**src/rtl/mult_accumulate_stage_if.sv**
```systemverilog
// Product-stream input and dot-product result handshake of mult_accumulate_stage.
// slave is the accumulator's view; master is the producer/consumer side.
interface mult_accumulate_stage_if #(
  parameter int WIDTH = 8,
  parameter int GUARD = 4
) ();
  localparam int ACC_W = 2*WIDTH + GUARD;

  logic               in_valid;
  logic [2*WIDTH-1:0] in_prod;
  logic               out_valid;
  logic               out_ready;
  logic [ACC_W-1:0]   out_sum;
  logic               out_ovf;

  modport slave (
    input  in_valid, in_prod, out_ready,
    output out_valid, out_sum, out_ovf
  );

  modport master (
    output in_valid, in_prod, out_ready,
    input  out_valid, out_sum, out_ovf
  );
endinterface

```
**src/rtl/mult_accumulate_stage.sv**
```systemverilog
// Sums groups of LEN unsigned products into a registered dot-product result.
// The input is never stalled; a result lost to a full output register raises overrun.
module mult_accumulate_stage #(
  parameter int WIDTH = 8,
  parameter int LEN   = 4,
  parameter int GUARD = 4
) (
  input  logic                           clk,
  input  logic                           clr_n,
  input  logic                           clear,
  mult_accumulate_stage_if.slave         bus,
  output logic                           overrun,
  output logic [7:0]                     count
);
  localparam int ACC_W = 2*WIDTH + GUARD;
  localparam int CNT_W = (LEN > 2) ? $clog2(LEN) : 1;
  localparam logic [CNT_W-1:0] LAST_CNT = CNT_W'(LEN - 1);

  // Handshake: a result transfers on any edge with out_valid=1 and out_ready=1.
  // There is no in_ready; every in_valid cycle is consumed unless clear=1.

  // The FSM state is the counter itself: COLLECT while cnt < LEN-1, LAST at LEN-1.
  logic [CNT_W-1:0] cnt, cnt_n;
  logic [ACC_W-1:0] acc, acc_n;
  logic             acc_ovf, acc_ovf_n;
  logic             out_valid_q, out_valid_n;
  logic [ACC_W-1:0] out_sum_q, out_sum_n;
  logic             out_ovf_q, out_ovf_n;
  logic             overrun_q, overrun_n;

  logic [ACC_W:0]   sum_ext;
  logic             take;
  logic             is_last;
  logic             complete;

  assign sum_ext  = {1'b0, acc} + {{(GUARD+1){1'b0}}, bus.in_prod};
  assign take     = bus.in_valid && !clear;
  assign is_last  = (cnt == LAST_CNT);
  assign complete = take && is_last;

  always_ff @(posedge clk or negedge clr_n) begin
    if (!clr_n) begin
      cnt         <= '0;
      acc         <= '0;
      acc_ovf     <= 1'b0;
      out_valid_q <= 1'b0;
      out_sum_q   <= '0;
      out_ovf_q   <= 1'b0;
      overrun_q   <= 1'b0;
    end else begin
      cnt         <= cnt_n;
      acc         <= acc_n;
      acc_ovf     <= acc_ovf_n;
      out_valid_q <= out_valid_n;
      out_sum_q   <= out_sum_n;
      out_ovf_q   <= out_ovf_n;
      overrun_q   <= overrun_n;
    end
  end

  // Completion empties the accumulator so the next group can start immediately.
  always_comb begin
    cnt_n     = cnt;
    acc_n     = acc;
    acc_ovf_n = acc_ovf;
    if (clear || complete) begin
      cnt_n     = '0;
      acc_n     = '0;
      acc_ovf_n = 1'b0;
    end else if (take) begin
      cnt_n     = cnt + CNT_W'(1);
      acc_n     = sum_ext[ACC_W-1:0];
      acc_ovf_n = acc_ovf | sum_ext[ACC_W];
    end
  end

  // Output register: clear leaves a pending result readable but resets overrun.
  always_comb begin
    out_valid_n = out_valid_q && !bus.out_ready;
    out_sum_n   = out_sum_q;
    out_ovf_n   = out_ovf_q;
    overrun_n   = overrun_q;
    if (complete) begin
      out_valid_n = 1'b1;
      out_sum_n   = sum_ext[ACC_W-1:0];
      out_ovf_n   = acc_ovf | sum_ext[ACC_W];
      if (out_valid_q && !bus.out_ready) overrun_n = 1'b1;
    end
    if (clear) overrun_n = 1'b0;
  end

  assign bus.out_valid = out_valid_q;
  assign bus.out_sum   = out_sum_q;
  assign bus.out_ovf   = out_ovf_q;
  assign overrun       = overrun_q;
  assign count         = 8'(cnt);
endmodule
```
**src/flat_wrapper.sv**
```systemverilog
// flat-port wrapper written by rule: the top's interface ports become plain ports
module mult_accumulate_stage_flat 
#(
  parameter int WIDTH = 8,
  parameter int LEN   = 4,
  parameter int GUARD = 4
)
  (clk, clr_n, clear, overrun, count, bus_in_valid, bus_in_prod, bus_out_ready, bus_out_valid, bus_out_sum, bus_out_ovf);
  mult_accumulate_stage_if #(.WIDTH(WIDTH), .GUARD(GUARD)) bus_i ();
  input  logic clk;
  input  logic clr_n;
  input  logic clear;
  output logic overrun;
  output logic [7:0] count;
  input wire logic [$bits(bus_i.in_valid)-1:0] bus_in_valid;
  input wire logic [$bits(bus_i.in_prod)-1:0] bus_in_prod;
  input wire logic [$bits(bus_i.out_ready)-1:0] bus_out_ready;
  output wire logic [$bits(bus_i.out_valid)-1:0] bus_out_valid;
  output wire logic [$bits(bus_i.out_sum)-1:0] bus_out_sum;
  output wire logic [$bits(bus_i.out_ovf)-1:0] bus_out_ovf;
  assign bus_i.in_valid = bus_in_valid;
  assign bus_i.in_prod = bus_in_prod;
  assign bus_i.out_ready = bus_out_ready;
  assign bus_out_valid = bus_i.out_valid;
  assign bus_out_sum = bus_i.out_sum;
  assign bus_out_ovf = bus_i.out_ovf;
  mult_accumulate_stage #(.WIDTH(WIDTH), .LEN(LEN), .GUARD(GUARD)) u_core (.clk(clk), .clr_n(clr_n), .clear(clear), .bus(bus_i), .overrun(overrun), .count(count));
endmodule
```
**config.mk**
```make
export PLATFORM = sky130hd
export DESIGN_NAME = mult_accumulate_stage_flat
export DESIGN_NICKNAME = d
export VERILOG_FILES = /design/src/rtl/mult_accumulate_stage_if.sv /design/src/rtl/mult_accumulate_stage.sv /design/src/flat_wrapper.sv
export SDC_FILE = /design/constraint.sdc
export NUM_CORES = 1
export LEC_CHECK = 0
export ABC_AREA = 1
export BUFFER_PORTS_ARGS = -buffer_cell sky130_fd_sc_hd__buf_2
export CAP_MARGIN = 10
export CELL_PAD_IN_SITES_DETAIL_PLACEMENT = 1
export CELL_PAD_IN_SITES_GLOBAL_PLACEMENT = 1
export CORE_UTILIZATION = 35
export CTS_CLUSTER_DIAMETER = 40
export CTS_CLUSTER_SIZE = 10
export DETAILED_ROUTE_END_ITERATION = 8
export PLACE_DENSITY_LB_ADDON = 0.15
export SYNTH_ARGS = -nofsm -noshare
export SYNTH_HDL_FRONTEND = slang
export SYNTH_SLANG_ARGS = --single-unit
```
**constraint.sdc**
```tcl
create_clock -name clk -period 3.9 [get_ports clk]
set_input_delay 0.585 -clock clk [delete_from_list [all_inputs] [get_ports clk]]
set_output_delay 0.585 -clock clk [all_outputs]
set_load 0.03 [all_outputs]
```
==> parameters.txt, run 1 <==
Parameter                              Value

Status
  Run status ... finished clean

Cells and area
  Filler cell count in the final layout ... between 1000 and 1500
  Number of nets in the layout ... between 400 and 500
  Fraction of final layout cells sized beyond drive strength 1 ... 20.4%
  Register cell area after layout ... between 1000 and 1500 um^2
  Share of the core filled with cells ... slightly above 40%
  Most frequent standard cell in the layout excluding fill and tap cells ... sky130_fd_sc_hd__nand2_1
  Most frequent cells in the layout ... 161 x sky130_fd_sc_hd__nand2_1, 46 x sky130_fd_sc_hd__dfrtp_1, 45 x sky130_fd_sc_hd__buf_2
  Area overhead of the layout relative to synthesis ... 12.7%
  Area taken by multi-input logic gates ... between 1500 and 2000 um^2
  Antenna Diode Count ... 0
  Non-filler cells, final ... roughly 560
  Post-route design area ... approximately 3400 um^2

Critical path
  Critical Setup Path Class ... reg2reg
  Critical Path Slowest Stage Cell ... sky130_fd_sc_hd__fa_1
  Series of cell instances along the critical path ... ha_1 > fa_1 > nand3_1 > nand3_2 > nand2_1 > nand3_2 > nand2_1 > nand2_1 > nand2_1 > nand2_1 > nand2_1 > nand2_1
  Endpoint of the lowest-slack register-to-register path ... u_core.bus.out_ovf
  Crit path max-delay family ... simple AND/OR/NAND/NOR gates
  Origin of the worst setup path ... u_core.acc[0]
  Termination of the worst setup path ... u_core.bus.out_ovf
  Critical path fanouts, max ... 3
  Startpoint type of the worst setup path ... register
  Crit. path cell count ... 12
  Reg2reg start ... u_core.acc[0]
  Critical path data arrival time ... 2.17 ns
  CP bufs+invs ... 0
  Register-to-register path setup slack ... roughly 1.9 ns
  Cell repeated most along the worst path ... sky130_fd_sc_hd__nand2_1
  CP Capture Type ... register
  Slowest stage delay, CP ... ~0.44 ns
  Reg2Reg Depth ... 12
  Required time of the critical path ... about 4.1 ns

Timing
  Final worst-path setup slack ... between 1.5 and 2 ns
  Setup repair after global routing missed its margin ... false
  Maximum achievable frequency ... 512 MHz
  Clock period minus final worst setup slack ... ~2.0 ns
  Fin Clk Skew ... 0.0104 ns
  Final cycle utilization of the critical path ... roughly half
  Worst hold margin ... approximately 0.19 ns
  Total negative slack ... 0 ns
  Total count of max-transition violations in the final report ... 0
  Final setup fails ... 0
  Count of final hold-check violations ... 0

Die
  Core Box Area ... around 8300 um^2
  I/O pin cnt ... between 50 and 60
  Cell Rows ... 33
  Initial core utilization ... between 30% and 40%
  Die Width ... between 90 and 100 um
  Die area ... around 9000 um^2
  Die H ... ~95 um

Min path
  Class of the tightest hold or removal check ... in2async

Flow run
  Maxcap violations ... 0

Routing
  Via count of the routed design ... 2712
  Drt wl/cell ... about 16 um
  Count of unresolved DRC violations after routing ... 0
  Violation count after the first detailed-routing iteration ... 123
  Number of detailed-route iterations in the first pass ... 4
  Vias per cell ... between 4 and 5
  Antenna-violating nets left ... 0
  Total detailed-routing wirelength ... around 8800 um

Clocking
  Buffer cell driving the clock tree root ... sky130_fd_sc_hd__clkbuf_8
  Buffers inserted by post-CTS timing repair ... 0
  CTS sink cnt ... 46
  Clock transition at the register clock pins on the worst setup and hold paths after CTS ... 0.10 ns
  Max clock buf depth ... 2
  H-tree depth ... 2
  Post-cts sizing count ... 0
  TritonCTS clock tree ... yes
  Post-CTS Hold Fix Bufs ... 0
  Clock Latency Late Sink ... ~0.31 ns
  Number of CTS-inserted buffers ... 5

Logic synthesis
  Count of yosys warnings during synthesis ... 0
  Yosys reg bits ... 46
  Post-synthesis cell type count ... 33
  Number of instances in the synthesized netlist ... approximately 410
  Post-synth design cell area ... a little over 3000 um^2
  Part of the Yosys area used for sequential elements ... between 30% and 40%
  Synthesized area divided by synthesized cell count ... roughly 7.4 um^2

Place
  Setup slack at placement ... around 1.6 ns
  Post-placement cell count ... between 500 and 600
  DP Wirelength ... about 6700 um
  Input/output buffers ... 45
  Area of placed instances ... around 3300 um^2
  Final RePlAce weighted congestion ... approximately 0.86

Power
  Total leakage power ... a little under 2 nW
  P per Cell Area ... 516 nW/um^2
  Worst IR Drop VDD ... around 250 uV
  Total power consumption of the routed design ... between 1.5 and 2 mW

Global route
  Number of antenna violations at the first check in global routing ... 0
  Overflow after GRT ... 0
  Global-route wire length before repair ... 14400 um
  Maximum number of pins on one net before global-route repair ... 31
  Number of global-route vias before repair ... roughly 2900
  Global-route usage over all layers ... 21.4%
[flip-flops by register name (all words and copies together) (netlist names)]
name	flops
u_core.acc	20
u_core.acc_ovf	1
u_core.bus.out_ovf	1
u_core.bus.out_sum	20
u_core.bus.out_valid	1
u_core.cnt	2
u_core.overrun	1
[Yosys cell counts]
cell,instances,area share [%]
sky130_fd_sc_hd__nor2_2,8,1.7
sky130_fd_sc_hd__nand3_1,28,4.6
sky130_fd_sc_hd__ha_1,17,7.0
sky130_fd_sc_hd__buf_4,7,1.7
sky130_fd_sc_hd__nand3_2,6,2.0
sky130_fd_sc_hd__a21oi_2,2,0.58
sky130_fd_sc_hd__inv_1,35,4.3
sky130_fd_sc_hd__nor2_1,17,2.1
sky130_fd_sc_hd__a21oi_1,11,1.8
sky130_fd_sc_hd__inv_2,8,0.99
sky130_fd_sc_hd__a21boi_1,1,0.25
sky130_fd_sc_hd__buf_2,3,0.50
sky130_fd_sc_hd__inv_4,1,0.21
sky130_fd_sc_hd__nand2_2,8,1.7
sky130_fd_sc_hd__xor2_1,5,1.4
sky130_fd_sc_hd__and2_4,1,0.29
sky130_fd_sc_hd__buf_6,2,0.74
sky130_fd_sc_hd__o21ai_1,9,1.5
sky130_fd_sc_hd__nand4_1,2,0.41
sky130_fd_sc_hd__dfrtp_1,46,38
sky130_fd_sc_hd__nand3b_1,9,2.2
sky130_fd_sc_hd__nand2_1,161,20
sky130_fd_sc_hd__o21ai_0,7,1.2
sky130_fd_sc_hd__fa_1,1,0.66
sky130_fd_sc_hd__nor2_4,3,1.1
sky130_fd_sc_hd__o21bai_1,1,0.25
sky130_fd_sc_hd__xnor2_1,2,0.58
sky130_fd_sc_hd__nor3_2,1,0.33
sky130_fd_sc_hd__nor3_1,3,0.50
sky130_fd_sc_hd__nor2_8,1,0.66
sky130_fd_sc_hd__conb_1,1,0.12
sky130_fd_sc_hd__a31oi_1,1,0.21
sky130_fd_sc_hd__a22o_1,1,0.29
[layout make-up]
class	instances	share of cell area (%)
Clock inverter	3	0.661
Clock buffer	5	2.02
Inverter	44	4.92
Sequential cell	46	33.8
Timing Repair Buffer	46	6.83
Multi-Input combinational cell	312	48.0
Tap cell	105	3.85
[worst register-to-register path, stage by stage, from the launching register on]
cell                      delay [ns]
sky130_fd_sc_hd__dfrtp_1        0.40
sky130_fd_sc_hd__ha_1           0.23
sky130_fd_sc_hd__fa_1           0.44
sky130_fd_sc_hd__nand3_1        0.11
sky130_fd_sc_hd__nand3_2        0.10
sky130_fd_sc_hd__nand2_1        0.09
sky130_fd_sc_hd__nand3_2        0.10
sky130_fd_sc_hd__nand2_1        0.10
sky130_fd_sc_hd__nand2_1        0.07
sky130_fd_sc_hd__nand2_1        0.08
sky130_fd_sc_hd__nand2_1        0.05
sky130_fd_sc_hd__nand2_1        0.05
sky130_fd_sc_hd__nand2_1        0.04
[where the power goes]
| part | switching, mW | total [mW] | internal, mW |
|---|---|---|---|
| clock | 0.193 | 0.323 | 0.130 |
| combinational | 0.548 | 0.788 | 0.240 |
| sequential | 0.0651 | 0.649 | 0.583 |
[logic make-up after synthesis]
| family | Yosys count | synth area share, % |
|---|---|---|
| DFF | 46 | 38.0 |
| AOI/OAI and AO/OA | 33 | 6.04 |
| adders and majority gates | 18 | 7.69 |
| and+or+nand+nor | 248 | 37.6 |
| buffers and inverters | 56 | 8.52 |
| xor gates and xnor gates | 7 | 2.03 |
| other | 1 | 0.124 |
[worst min path at each step]
stage	from	to	slack, ns	cells past startpoint
detailed placement	u_core.bus.out_sum[11]	u_core.bus.out_sum[11]	0.46	2
global placement	u_core.bus.out_sum[8]	u_core.bus.out_sum[8]	0.46	2
CTS	clr_n	u_core.bus.out_sum[4]	0.20	1
global route	clr_n	u_core.bus.out_sum[4]	0.21	1
floorplan	clr_n	u_core.acc[0]	0.29	0
finish	clr_n	u_core.bus.out_sum[4]	0.19	1
[metal layers]
metal  GRT usage, %  up-vias  wire length (um)
met4           5.05        0               103
met5              0        -                 0
met2           34.5       43              3910
met3           2.74        8               202
met1           30.1     1289              4580
li1               -     1372                 -
Note: power is estimated with default switching activity, not from simulation.
==> run 2: changes to the inputs <==
ABC_AREA = 0   (was 1)
clock period = 1.9 ns   (was 3.9 ns; I/O delays follow)
==> run 2 against run 1 <==
Against the previous run: the flow now finishes with violations (setup timing); clock-buffer cell count is the same; clock power rose by 100%; sequential power grew 88%; synthesized area shrank 5.8%; wire length up 0.66%; global-route usage up 0.36 points; cell count down 11%; largest cell class unchanged.
==> parameters.txt, run 2 <==
Parameter                              Value

Critical path
  Critical path data arrival time ... between 2 and 2.5 ns
  CP Capture Type ... register
  Critical path fanouts, max ... 2
  Critical Path Slowest Stage Cell ... sky130_fd_sc_hd__dfrtp_1
  Series of cell instances along the critical path ... ha_4 > fa_2 > a211oi_2 > o21bai_2 > nand2_2 > a31oi_4 > or3_4 > a32o_1
  Startpoint type of the worst setup path ... register
  Critical Setup Path Class ... reg2reg
  Crit path max-delay family ... compound AO/OA/AOI/OAI gates
  CP bufs+invs ... 0
  Slowest stage delay, CP ... approximately 0.43 ns
  Required time of the critical path ... between 2 and 2.5 ns

Logic synthesis
  Number of instances in the synthesized netlist ... approximately 300
  Yosys reg bits ... 46
  Cell type with the largest total area after synthesis ... sky130_fd_sc_hd__dfrtp_1
  Fraction of synthesized cell area taken by the top area cell type ... between 40 and 50%
  Post-synth design cell area ... about 2800 um^2
  Count of flip-flops with a built-in enable after synthesis ... 0
  Ys async rst share ... 100%
  Most frequently used cell type in the post-synthesis netlist ... sky130_fd_sc_hd__dfrtp_1
  Primary flip-flop cell chosen by synthesis mapping ... sky130_fd_sc_hd__dfrtp_1
  Post-synthesis cell type count ... 62
  Commonest cells in the synthesized netlist ... 46 x sky130_fd_sc_hd__dfrtp_1, 38 x sky130_fd_sc_hd__nand2_1, 22 x sky130_fd_sc_hd__o21ai_0
  Part of the Yosys area used for sequential elements ... between 40% and 50%
  Synthesized area divided by synthesized cell count ... 9.59 um^2
  Count of yosys warnings during synthesis ... 0
  Biggest area contributors in the synthesized netlist ... sky130_fd_sc_hd__dfrtp_1 40%, sky130_fd_sc_hd__ha_1 7.5%, sky130_fd_sc_hd__nand2_1 5.0%, sky130_fd_sc_hd__o21ai_0 3.9%, sky130_fd_sc_hd__a21oi_1 2.5%

Cells and area
  Non-filler cells, final ... 500
  Fraction of final layout cells sized beyond drive strength 1 ... between 40% and 50%
  Share of the core filled with cells ... a little over half
  Number of nets in the layout ... 436
  Most frequent standard cell in the layout excluding fill and tap cells ... sky130_fd_sc_hd__buf_4
  Area overhead of the layout relative to synthesis ... 45.0%
  Most frequent cells in the layout ... 50 x sky130_fd_sc_hd__buf_4, 46 x sky130_fd_sc_hd__dfrtp_1, 45 x sky130_fd_sc_hd__buf_2
  Antenna Diode Count ... 0

Die
  Die Width ... around 92 um
  Initial core utilization ... between 30% and 40%
  I/O pin cnt ... 52
  Die area ... between 8000 and 9000 um^2
  Cell Rows ... 32
  Core Box Area ... approximately 8000 um^2
  Die H ... between 90 and 100 um

Clocking
  TritonCTS clock tree ... yes
  Max clock buf depth ... 2
  Clock Latency Late Sink ... a little over 0.3 ns
  Clock transition at the register clock pins on the worst setup and hold paths after CTS ... around 0.1 ns
  H-tree depth ... 2
  CTS sink cnt ... 46
  Number of CTS-inserted buffers ... 5
  Buffer cell driving the clock tree root ... sky130_fd_sc_hd__clkbuf_8

Status
  Run status ... complete, but fails checks
  Violations in the final reports ... setup timing

Routing
  Via count of the routed design ... ~2700
  Vias per cell ... ~5.4
  Total detailed-routing wirelength ... 8850 um
  Violation count after the first detailed-routing iteration ... 67
  Drt wl/cell ... between 15 and 20 um
  Number of detailed-route iterations in the first pass ... 4
  Antenna-violating nets left ... 0
  Count of unresolved DRC violations after routing ... 0

Timing
  Clock period minus final worst setup slack ... 2.21 ns
  Setup repair after global routing missed its margin ... true
  Maximum achievable frequency ... ~450 MHz
  Worst-case headroom to the max-slew limit ... between 60% and 70%
  Least-Margin Pin Slew ... between 0.5 and 0.6 ns
  Final cycle utilization of the critical path ... 116%
  Count of final hold-check violations ... 0
  Final setup fails ... 28
  Final worst-path setup slack ... -0.310 ns
  Total count of max-transition violations in the final report ... 0
  Fin Clk Skew ... between 0.007 and 0.008 ns
  Total negative slack ... -4.85 ns

Global route
  Overflow after GRT ... 0
  Maximum number of pins on one net before global-route repair ... 28
  Global-route wire length before repair ... about 14000 um
  Global-route usage over all layers ... between 20% and 30%
  Number of global-route vias before repair ... roughly 2800
  Number of antenna violations at the first check in global routing ... 0

Flow run
  Maxcap violations ... 0

Power
  P per Cell Area ... approximately 850 nW/um^2
  Worst IR Drop VDD ... approximately 670 uV
  Total power consumption of the routed design ... between 3 and 4 mW
  Total leakage power ... roughly 1.9 nW

Place
  DP Wirelength ... around 6400 um
  Post-placement cell count ... between 400 and 500
  Input/output buffers ... 45
  Final RePlAce weighted congestion ... approximately 0.79

Min path
  Class of the tightest hold or removal check ... in2reg
[run 2: power by group]
| part | switching [mW] | internal, mW |
|---|---|---|
| Clock | 0.393 | 0.264 |
| Sequential | 0.0987 | 1.12 |
| Combinational | 0.909 | 0.741 |
| Total | 1.40 | 2.13 |
[run 2: worst paths after layout]
check,start,end,slack (ns),cells past startpoint
min,clear,u_core.overrun,0.22,2
max in group asynchronous,clr_n,u_core.bus.out_sum[9],0.92,3
min reg2reg,u_core.bus.out_sum[16],u_core.bus.out_sum[16],0.49,2
max reg2reg,u_core.acc[0],u_core.acc[12],-0.31,8
max,u_core.acc[0],u_core.acc[12],-0.31,8
min in group asynchronous,clr_n,u_core.acc[19],0.46,2
[run 2: routing by layer]
layer / global-route usage, % / routed length, um
met2: 37.1 / 4470
met5: 0 / 0
met3: 3.81 / 259
met4: 6.64 / 127
met1: 27.9 / 3990
[run 2: cells by family (layout without fill, tap and decap cells)]
| group | count (synthesis) | in the layout | synth area share, % |
|---|---|---|---|
| simple gates | 103 | 103 | 19.1 |
| compound gates | 92 | 92 | 23.2 |
| flops | 46 | 46 | 40.4 |
| buf+inv | 21 | 117 | 3.60 |
| fa+ha+maj | 18 | 18 | 8.17 |
| xor+xnor | 9 | 9 | 2.77 |
| mux | 7 | 7 | 2.63 |
| other cells | 1 | 6 | 0.132 |
[run 2: area by class of cell]
| cell class | count | area, um^2 |
|---|---|---|
| clock buffers | 5 | 68.8 |
| clock inverters | 3 | 23.8 |
| fillers | 895 | 3680 |
| inverters | 4 | 15.0 |
| multi-input cells | 235 | 2010 |
| flip-flops and latches | 46 | 1150 |
| well taps | 102 | 128 |
| repair buffers | 105 | 738 |
[run 2: repair_timing]
item / CTS / global route
hold buffers: 1 / 0
hold endpoints to repair: 19 / 0
cloned: 0 / 0
pin swaps: 16 / 23
buffers inserted: 3 / 11
endpoints found under the setup margin: 30 / 32
resized for setup: 25 / 43
[run 2: through the flow]
step,hold slack (ns),setup slack [ns],instance area [um^2]
floorplan,-0.0106,-0.197,2970
global placement,0.284,-0.292,3620
detailed placement,0.281,-0.347,3620
CTS,0.216,-0.314,3860
global route,0.233,-0.397,4130
finish,0.223,-0.310,4130
[run 2: worst register-to-register path: cells and delay by family, from the launching register on]
kind                     cells  cell delay, ns
AND/OR/NAND/NOR              2            0.47
AO/OA/AOI/OAI                4            0.67
flip-flops                   1            0.43
adder cells (fa/ha/maj)      2            0.55
